File: src/rtl/ccu_seq_pkg.sv
// rtl/ccu_seq_pkg.sv - shared opcodes, FSM states and instruction fields for the CCU sequencer
package ccu_seq_pkg;

  localparam logic [3:0] OP_ALU_MAX = 4'h7;
  localparam logic [3:0] OP_LOAD    = 4'h8;
  localparam logic [3:0] OP_JMP     = 4'hC;
  localparam logic [3:0] OP_BRCC    = 4'hD;
  localparam logic [3:0] OP_KOUT    = 4'hE;
  localparam logic [3:0] OP_HALT    = 4'hF;

  localparam int OP_MSB  = 15;
  localparam int OP_LSB  = 12;
  localparam int R_MSB   = 11;
  localparam int R_LSB   = 8;
  localparam int A_MSB   = 7;
  localparam int A_LSB   = 4;
  localparam int B_MSB   = 3;
  localparam int B_LSB   = 0;
  localparam int IMM_MSB = 7;
  localparam int IMM_LSB = 0;

  typedef enum logic [2:0] {
    S_IDLE,
    S_FETCH,
    S_DECODE,
    S_EXEC,
    S_MREQ,
    S_MWR
  } state_e;

  // r[1:0] picks the condition bit, r[2] is the polarity it must match.
  function automatic logic br_taken(input logic [3:0] cc, input logic [3:0] r);
    return cc[r[1:0]] == r[2];
  endfunction

endpackage

File: src/rtl/ccu_instr_decode.sv
// rtl/ccu_instr_decode.sv - combinational micro-instruction decoder
module ccu_instr_decode
  import ccu_seq_pkg::*;
(
  input  logic [15:0] instr_i,
  output logic        is_alu_o,
  output logic        is_load_o,
  output logic        is_jmp_o,
  output logic        is_br_o,
  output logic        is_kout_o,
  output logic        is_halt_o,
  output logic [3:0]  op_o,
  output logic [3:0]  r_o,
  output logic [3:0]  a_o,
  output logic [3:0]  b_o,
  output logic [7:0]  imm_o
);

  logic [3:0] op;

  assign op        = instr_i[OP_MSB:OP_LSB];
  assign op_o      = op;
  assign r_o       = instr_i[R_MSB:R_LSB];
  assign a_o       = instr_i[A_MSB:A_LSB];
  assign b_o       = instr_i[B_MSB:B_LSB];
  assign imm_o     = instr_i[IMM_MSB:IMM_LSB];

  assign is_alu_o  = (op <= OP_ALU_MAX);
  assign is_load_o = (op == OP_LOAD);
  assign is_jmp_o  = (op == OP_JMP);
  assign is_br_o   = (op == OP_BRCC);
  assign is_kout_o = (op == OP_KOUT);
  assign is_halt_o = (op == OP_HALT);

endmodule

File: src/rtl/ccu_sequencer.sv
// rtl/ccu_sequencer.sv - microprogram sequencer driving the CCU datapath selects and opcode
module ccu_sequencer
  import ccu_seq_pkg::*;
#(
  parameter int         PC_W    = 8,
  parameter logic [3:0] IDLE_OP = 4'hF
) (
  input  logic            clk,
  input  logic            rst,
  input  logic            start,
  input  logic [PC_W-1:0] start_pc,
  output logic [PC_W-1:0] rom_addr,
  output logic            rom_en,
  input  logic [15:0]     rom_data,
  output logic [3:0]      abus,
  output logic [3:0]      bbus,
  output logic [3:0]      rbus,
  output logic [3:0]      n,
  input  logic [3:0]      cc,
  output logic            mem_req,
  output logic [7:0]      mem_addr,
  input  logic            mem_ack,
  output logic            kbus_valid,
  output logic            busy,
  output logic            done
);

  localparam logic [PC_W-1:0] PC_ONE = PC_W'(1);

  state_e          state_q, state_d;
  logic [PC_W-1:0] pc_q, pc_d;
  logic [15:0]     ir_q, ir_d;
  logic [3:0]      cc_q, cc_d;

  logic [PC_W-1:0] rom_addr_q, rom_addr_d;
  logic            rom_en_q, rom_en_d;
  logic [3:0]      abus_q, abus_d;
  logic [3:0]      bbus_q, bbus_d;
  logic [3:0]      rbus_q, rbus_d;
  logic [3:0]      n_q, n_d;
  logic            mem_req_q, mem_req_d;
  logic [7:0]      mem_addr_q, mem_addr_d;
  logic            kbus_valid_q, kbus_valid_d;
  logic            busy_q, busy_d;
  logic            done_q, done_d;

  logic [15:0] dec_word;
  logic        is_alu, is_load, is_jmp, is_br, is_kout, is_halt;
  logic [3:0]  dec_op, dec_r, dec_a, dec_b;
  logic [7:0]  dec_imm;

  // Outputs are registered, so the EXEC-cycle values are computed while still in
  // DECODE, straight from the ROM word; afterwards the latched ir is decoded.
  assign dec_word = (state_q == S_DECODE) ? rom_data : ir_q;

  ccu_instr_decode u_decode (
    .instr_i   (dec_word),
    .is_alu_o  (is_alu),
    .is_load_o (is_load),
    .is_jmp_o  (is_jmp),
    .is_br_o   (is_br),
    .is_kout_o (is_kout),
    .is_halt_o (is_halt),
    .op_o      (dec_op),
    .r_o       (dec_r),
    .a_o       (dec_a),
    .b_o       (dec_b),
    .imm_o     (dec_imm)
  );

  always_ff @(posedge clk or posedge rst) begin
    if (rst) begin
      state_q <= S_IDLE;
    end else begin
      state_q <= state_d;
    end
  end

  always_comb begin
    state_d = state_q;
    unique case (state_q)
      S_IDLE:   if (start) state_d = S_FETCH;
      S_FETCH:  state_d = S_DECODE;
      S_DECODE: state_d = is_load ? S_MREQ : S_EXEC;
      S_EXEC:   state_d = is_halt ? S_IDLE : S_FETCH;
      S_MREQ:   if (mem_ack) state_d = S_MWR;
      S_MWR:    state_d = S_FETCH;
      default:  state_d = S_IDLE;
    endcase
  end

  always_comb begin
    pc_d         = pc_q;
    ir_d         = ir_q;
    cc_d         = cc_q;
    n_d          = IDLE_OP;
    rbus_d       = 4'h0;
    abus_d       = 4'h0;
    bbus_d       = 4'h0;
    mem_addr_d   = mem_addr_q;
    kbus_valid_d = 1'b0;
    done_d       = 1'b0;
    case (state_q)
      S_IDLE: begin
        if (start) pc_d = start_pc;
      end
      S_DECODE: begin
        ir_d         = rom_data;
        kbus_valid_d = is_kout;
        if (is_alu) begin
          n_d    = dec_op;
          rbus_d = dec_r;
          abus_d = dec_a;
          bbus_d = dec_b;
        end
        if (is_load) mem_addr_d = dec_imm;
      end
      S_EXEC: begin
        if (is_alu) cc_d = cc;
        if (is_jmp || (is_br && br_taken(cc_q, dec_r))) begin
          pc_d = PC_W'(dec_imm);
        end else begin
          pc_d = pc_q + PC_ONE;
        end
        done_d = is_halt;
      end
      S_MREQ: begin
        // The n=8 write is only scheduled on the ack edge, never speculatively.
        if (mem_ack) begin
          n_d    = OP_LOAD;
          rbus_d = dec_r;
        end
      end
      S_MWR: begin
        pc_d = pc_q + PC_ONE;
      end
      default: ;
    endcase
    rom_addr_d = pc_d;
    rom_en_d   = (state_d == S_FETCH);
    mem_req_d  = (state_d == S_MREQ);
    busy_d     = (state_d != S_IDLE);
  end

  always_ff @(posedge clk or posedge rst) begin
    if (rst) begin
      pc_q         <= '0;
      ir_q         <= 16'h0;
      cc_q         <= 4'h0;
      rom_addr_q   <= '0;
      rom_en_q     <= 1'b0;
      abus_q       <= 4'h0;
      bbus_q       <= 4'h0;
      rbus_q       <= 4'h0;
      n_q          <= IDLE_OP;
      mem_req_q    <= 1'b0;
      mem_addr_q   <= 8'h0;
      kbus_valid_q <= 1'b0;
      busy_q       <= 1'b0;
      done_q       <= 1'b0;
    end else begin
      pc_q         <= pc_d;
      ir_q         <= ir_d;
      cc_q         <= cc_d;
      rom_addr_q   <= rom_addr_d;
      rom_en_q     <= rom_en_d;
      abus_q       <= abus_d;
      bbus_q       <= bbus_d;
      rbus_q       <= rbus_d;
      n_q          <= n_d;
      mem_req_q    <= mem_req_d;
      mem_addr_q   <= mem_addr_d;
      kbus_valid_q <= kbus_valid_d;
      busy_q       <= busy_d;
      done_q       <= done_d;
    end
  end

  assign rom_addr   = rom_addr_q;
  assign rom_en     = rom_en_q;
  assign abus       = abus_q;
  assign bbus       = bbus_q;
  assign rbus       = rbus_q;
  assign n          = n_q;
  assign mem_req    = mem_req_q;
  assign mem_addr   = mem_addr_q;
  assign kbus_valid = kbus_valid_q;
  assign busy       = busy_q;
  assign done       = done_q;

endmodule

File: config.mk
export PLATFORM = sky130hd
export DESIGN_NAME = ccu_sequencer
export DESIGN_NICKNAME = d
export VERILOG_FILES = /design/src/rtl/ccu_seq_pkg.sv /design/src/rtl/ccu_instr_decode.sv /design/src/rtl/ccu_sequencer.sv
export SDC_FILE = /design/constraint.sdc
export NUM_CORES = 1
export LEC_CHECK = 0
export BUFFER_PORTS_ARGS = -buffer_cell sky130_fd_sc_hd__buf_2
export CAP_MARGIN = 25
export CORE_ASPECT_RATIO = 2
export CORE_UTILIZATION = 53
export DETAILED_ROUTE_END_ITERATION = 7
export PLACE_DENSITY = 0.79
export SYNTH_ARGS = -nofsm -noshare
export SYNTH_HDL_FRONTEND = slang
export SYNTH_SLANG_ARGS = --single-unit
File: constraint.sdc
create_clock -name clk -period 2.6 [get_ports clk]
set_input_delay 0.39 -clock clk [delete_from_list [all_inputs] [get_ports clk]]
set_output_delay 0.39 -clock clk [all_outputs]
set_load 0.02 [all_outputs]
==> qor.csv <==
stage,metric,value,unit
timing,RSZ-0062 raised after global routing,no,
yosys,Syn Std Cell Area,0.00285,sq mm
pwr,Psw,1.93,mW
yosys,Cells after Synth,270,
die,die area,0.00570,sq mm
die,Initial Util,0.555,
clock_tree,H-tree levels,3,
worst_setup_path,Required @ worst endpoint,2.82,ns
pwr,maximum vdd drop,0.766,mV
placement,Port Buf Inserts,68,
run_status,outcome,completed,
clock_tree,Worst-path clk slew,0.06,ns
timing,Worst Tran Pin Value,0.631,ns
routing,DR vias/cell,5.45,
global_routing,Overall Global Routing Usage,0.254,
routing,initial DRC count,53,
routing,total vias in the final route,2238,
cells_and_area,Layout Area Growth over Synthesis,21.3,%
timing,Fin. Hold Viols,0,
global_routing,initial antenna violation count,0,
worst_setup_path,CP max stage delay,0.59,ns
worst_hold_path,HP Class,in2async,
pwr,Clock Power Share,0.154,
routing,WL final,6320,microns
die,chip width,53.9,microns
timing,Tcrit/Tclk final,0.920,
die,Std-Cell Rows,37,
timing,clock skew,0.00342,ns
yosys,yosys warns,0,
worst_setup_path,Worst Reg2Reg Path Length in Cells,6,
worst_setup_path,worst path bufs/invs,0,
worst_setup_path,reg-to-reg critical path endpoint,busy$_DFF_PP0_,
routing,DR pass1 iterations,4,
worst_setup_path,critical path launch point type,flip-flop,
timing,Setup-failing EPs final,0,
yosys,post-synth cell types,51,
yosys,"flops & latches, synth",60,
worst_setup_path,"delay-heaviest family, CP",simple AND/OR/NAND/NOR gates,
clock_tree,CTS Buf Count,9,
worst_setup_path,Setup CP Type,reg2reg,
global_routing,largest net degree at the start of global routing,34,
placement,Final GP Congestion,0.871,
routing,DR DRC count,0,
timing,Max Transition Viols Final,0,
worst_setup_path,"Cell Chain, Critical Path",or3b_1 -> mux2_4 -> nand4_2 -> a221oi_2 -> o21ai_1 -> nand2b_1,
worst_setup_path,RR Startpoint,state_q[1]$_DFF_PP0_,
pwr,internal power,2.64,mW
timing,Fin Setup TNS,0,ns
pwr,pwr/cell area,1320,mW/mm^2
timing,Worst slew margin,0.577,
yosys,"EDFF count, synth",0,
worst_setup_path,slowest CP cell,or3b_1,
run,Max-cap violations,0,
yosys,"FFs w/ async S/R, synth",1.00,
die,Core Area,0.00514,sq mm
pwr,Final Power,4.57,mW
worst_setup_path,reg-to-reg setup timing slack,0.21,ns
timing,min cycle time layout,2.39,ns
clock_tree,clk buf depth,2,
cells_and_area,ant diodes,0,
cells_and_area,most frequent cells in the layout,"68 x buf_2, 56 x dfrtp_1, 50 x nand2_1, 18 x nor2_1, 11 x mux2_2",
die,chip height,106,microns
yosys,syn nets,303,
pwr,Pleak,1.70,nW
global_routing,vias in the first global route,2165,
pwr,sw frac,0.422,
cells_and_area,layout cell share with drive strength beyond 1,0.343,
global_routing,Overflow after GRT,0,
global_routing,first-pass GRT wire length,10200,microns
yosys,dominant synthesized flop cell,dfrtp_1,
die,Ports,69,
worst_setup_path,Crit. End Element,flip-flop,
clock_tree,worst skew pair latency,0.33,ns
routing,ANT nets after route,0,
pwr,Reg power frac,0.348,
yosys,sequential fraction of the synthesis area,0.528,
yosys,mean post-synth cell area,10.6,sq um
cells_and_area,NumNets Final,381,
timing,Fmax achieved,0.418,GHz
worst_setup_path,"Data arrival, critical path",2.61,ns
routing,Avg WL per Cell,15.4,microns
clock_tree,"Hold-fix buffers, CTS",0,
clock_tree,Root Buffer,clkbuf_8,
pwr,combinational power share,0.498,
cells_and_area,"most common cell after layout, fill and taps aside",buf_2,
clock_tree,clock sinks,60,
worst_setup_path,crit path max fanout,12,
placement,half-perimeter wire length after placement,4730,microns
clock_tree,CTS tree,yes,
==> layer usage <==
layer,global-route usage,routed length (microns),vias to the layer above
li1,-,-,1088
met1,0.285,2450,1061
met2,0.416,3390,72
met3,0.0505,270,17
met4,0.152,214,0
met5,0,0,-
==> cells by family (layout without fill, tap and decap cells) <==
| kind of cell | count (synthesis) | in the layout | synth area share |
|---|---|---|---|
| simple gates | 109 | 109 | 0.182 |
| flops | 60 | 60 | 0.528 |
| compound gates | 44 | 44 | 0.109 |
| mux | 25 | 25 | 0.114 |
| buf+inv | 23 | 106 | 0.0386 |
| xor+xnor | 8 | 8 | 0.0246 |
| fa+ha+maj | 1 | 1 | 0.00438 |
==> layout make-up <==
cell class | instances | area [sq um]
clock buffer | 14 | 153
clock inverter | 2 | 10.0
fill | 453 | 1680
inverter | 11 | 41.3
multi-input combinational | 187 | 1240
sequential | 60 | 1510
tap | 58 | 72.6
timing repair buffer | 79 | 435
==> state kept, by name (all words and copies together), names as in the netlist <==
signal and flops:
n 4, bbus 4, rom_addr 8, rom_en 1, done 1, rbus 4
kbus_valid 1, mem_req 1, cc_q 4, state_q 3, abus 4, mem_addr 8
busy 1, ir_q 16
==> metrics by stage <==
step           instance area (sq um)  worst slack [ns]  utilization  instances  hold WS (ns)
2_1_floorplan                   2850             0.438            -        270         0.433
3_3_place_gp                    3290             0.195        0.641        395         0.456
3_5_place_dp                    3290             0.113        0.641        395         0.466
4_1_cts                         3460            0.0943        0.673        411         0.128
5_1_grt                         3460            0.0955        0.673        411         0.168
6_report                        3460             0.208        0.673        411         0.128
==> timing repair <==
item | 4_1_cts | 5_1_grt
buffers inserted | 0 | 0
setup endpoints to repair | 0 | 7
resized for setup | 0 | 1
==> power by group through the flow <==
stage	combinational [mW]	clock, mW	sequential [mW]
detailed placement	2.27	0	1.60
floorplan	1.47	0	1.76
global placement	2.21	0	1.58
finish	2.28	0.705	1.59
global route	2.49	0.767	1.64
CTS	2.28	0.726	1.59
==> worst register-to-register path, cell delays in order (launching register included) <==
cell      delay, ns
dfrtp_1        0.53
or3b_1         0.59
mux2_4         0.29
nand4_2        0.19
a221oi_2       0.39
o21ai_1        0.13
nand2b_1       0.15
==> cells in the mapped netlist, types with 6 or more instances <==
| library cell | n | area share |
|---|---|---|
| inv_1 | 11 | 0.014 |
| xnor2_1 | 6 | 0.018 |
| nor2_1 | 18 | 0.024 |
| mux2_2 | 11 | 0.043 |
| nand2_1 | 50 | 0.066 |
| o21ai_0 | 6 | 0.011 |
| mux2i_1 | 7 | 0.025 |
| nand3_1 | 7 | 0.012 |
| a21oi_1 | 6 | 0.011 |
| and2_1 | 8 | 0.018 |
| dfrtp_1 | 56 | 0.49 |
==> worst max-delay path by stage <==
stage	endpoint	depth (start not counted)	slack (ns)	from
2_1_floorplan	mem_addr[1]$_DFFE_PP0N_	7	0.44	state_q[2]$_DFF_PP0_
3_3_place_gp	mem_addr[2]$_DFFE_PP0N_	5	0.19	state_q[1]$_DFF_PP0_
3_5_place_dp	mem_addr[1]$_DFFE_PP0N_	5	0.11	state_q[1]$_DFF_PP0_
4_1_cts	mem_addr[1]$_DFFE_PP0N_	5	0.09	state_q[1]$_DFF_PP0_
5_1_grt	busy$_DFF_PP0_	6	0.1	state_q[1]$_DFF_PP0_
6_report	busy$_DFF_PP0_	6	0.21	state_q[1]$_DFF_PP0_
No activity file was read; power rests on OpenSTA's default activity.
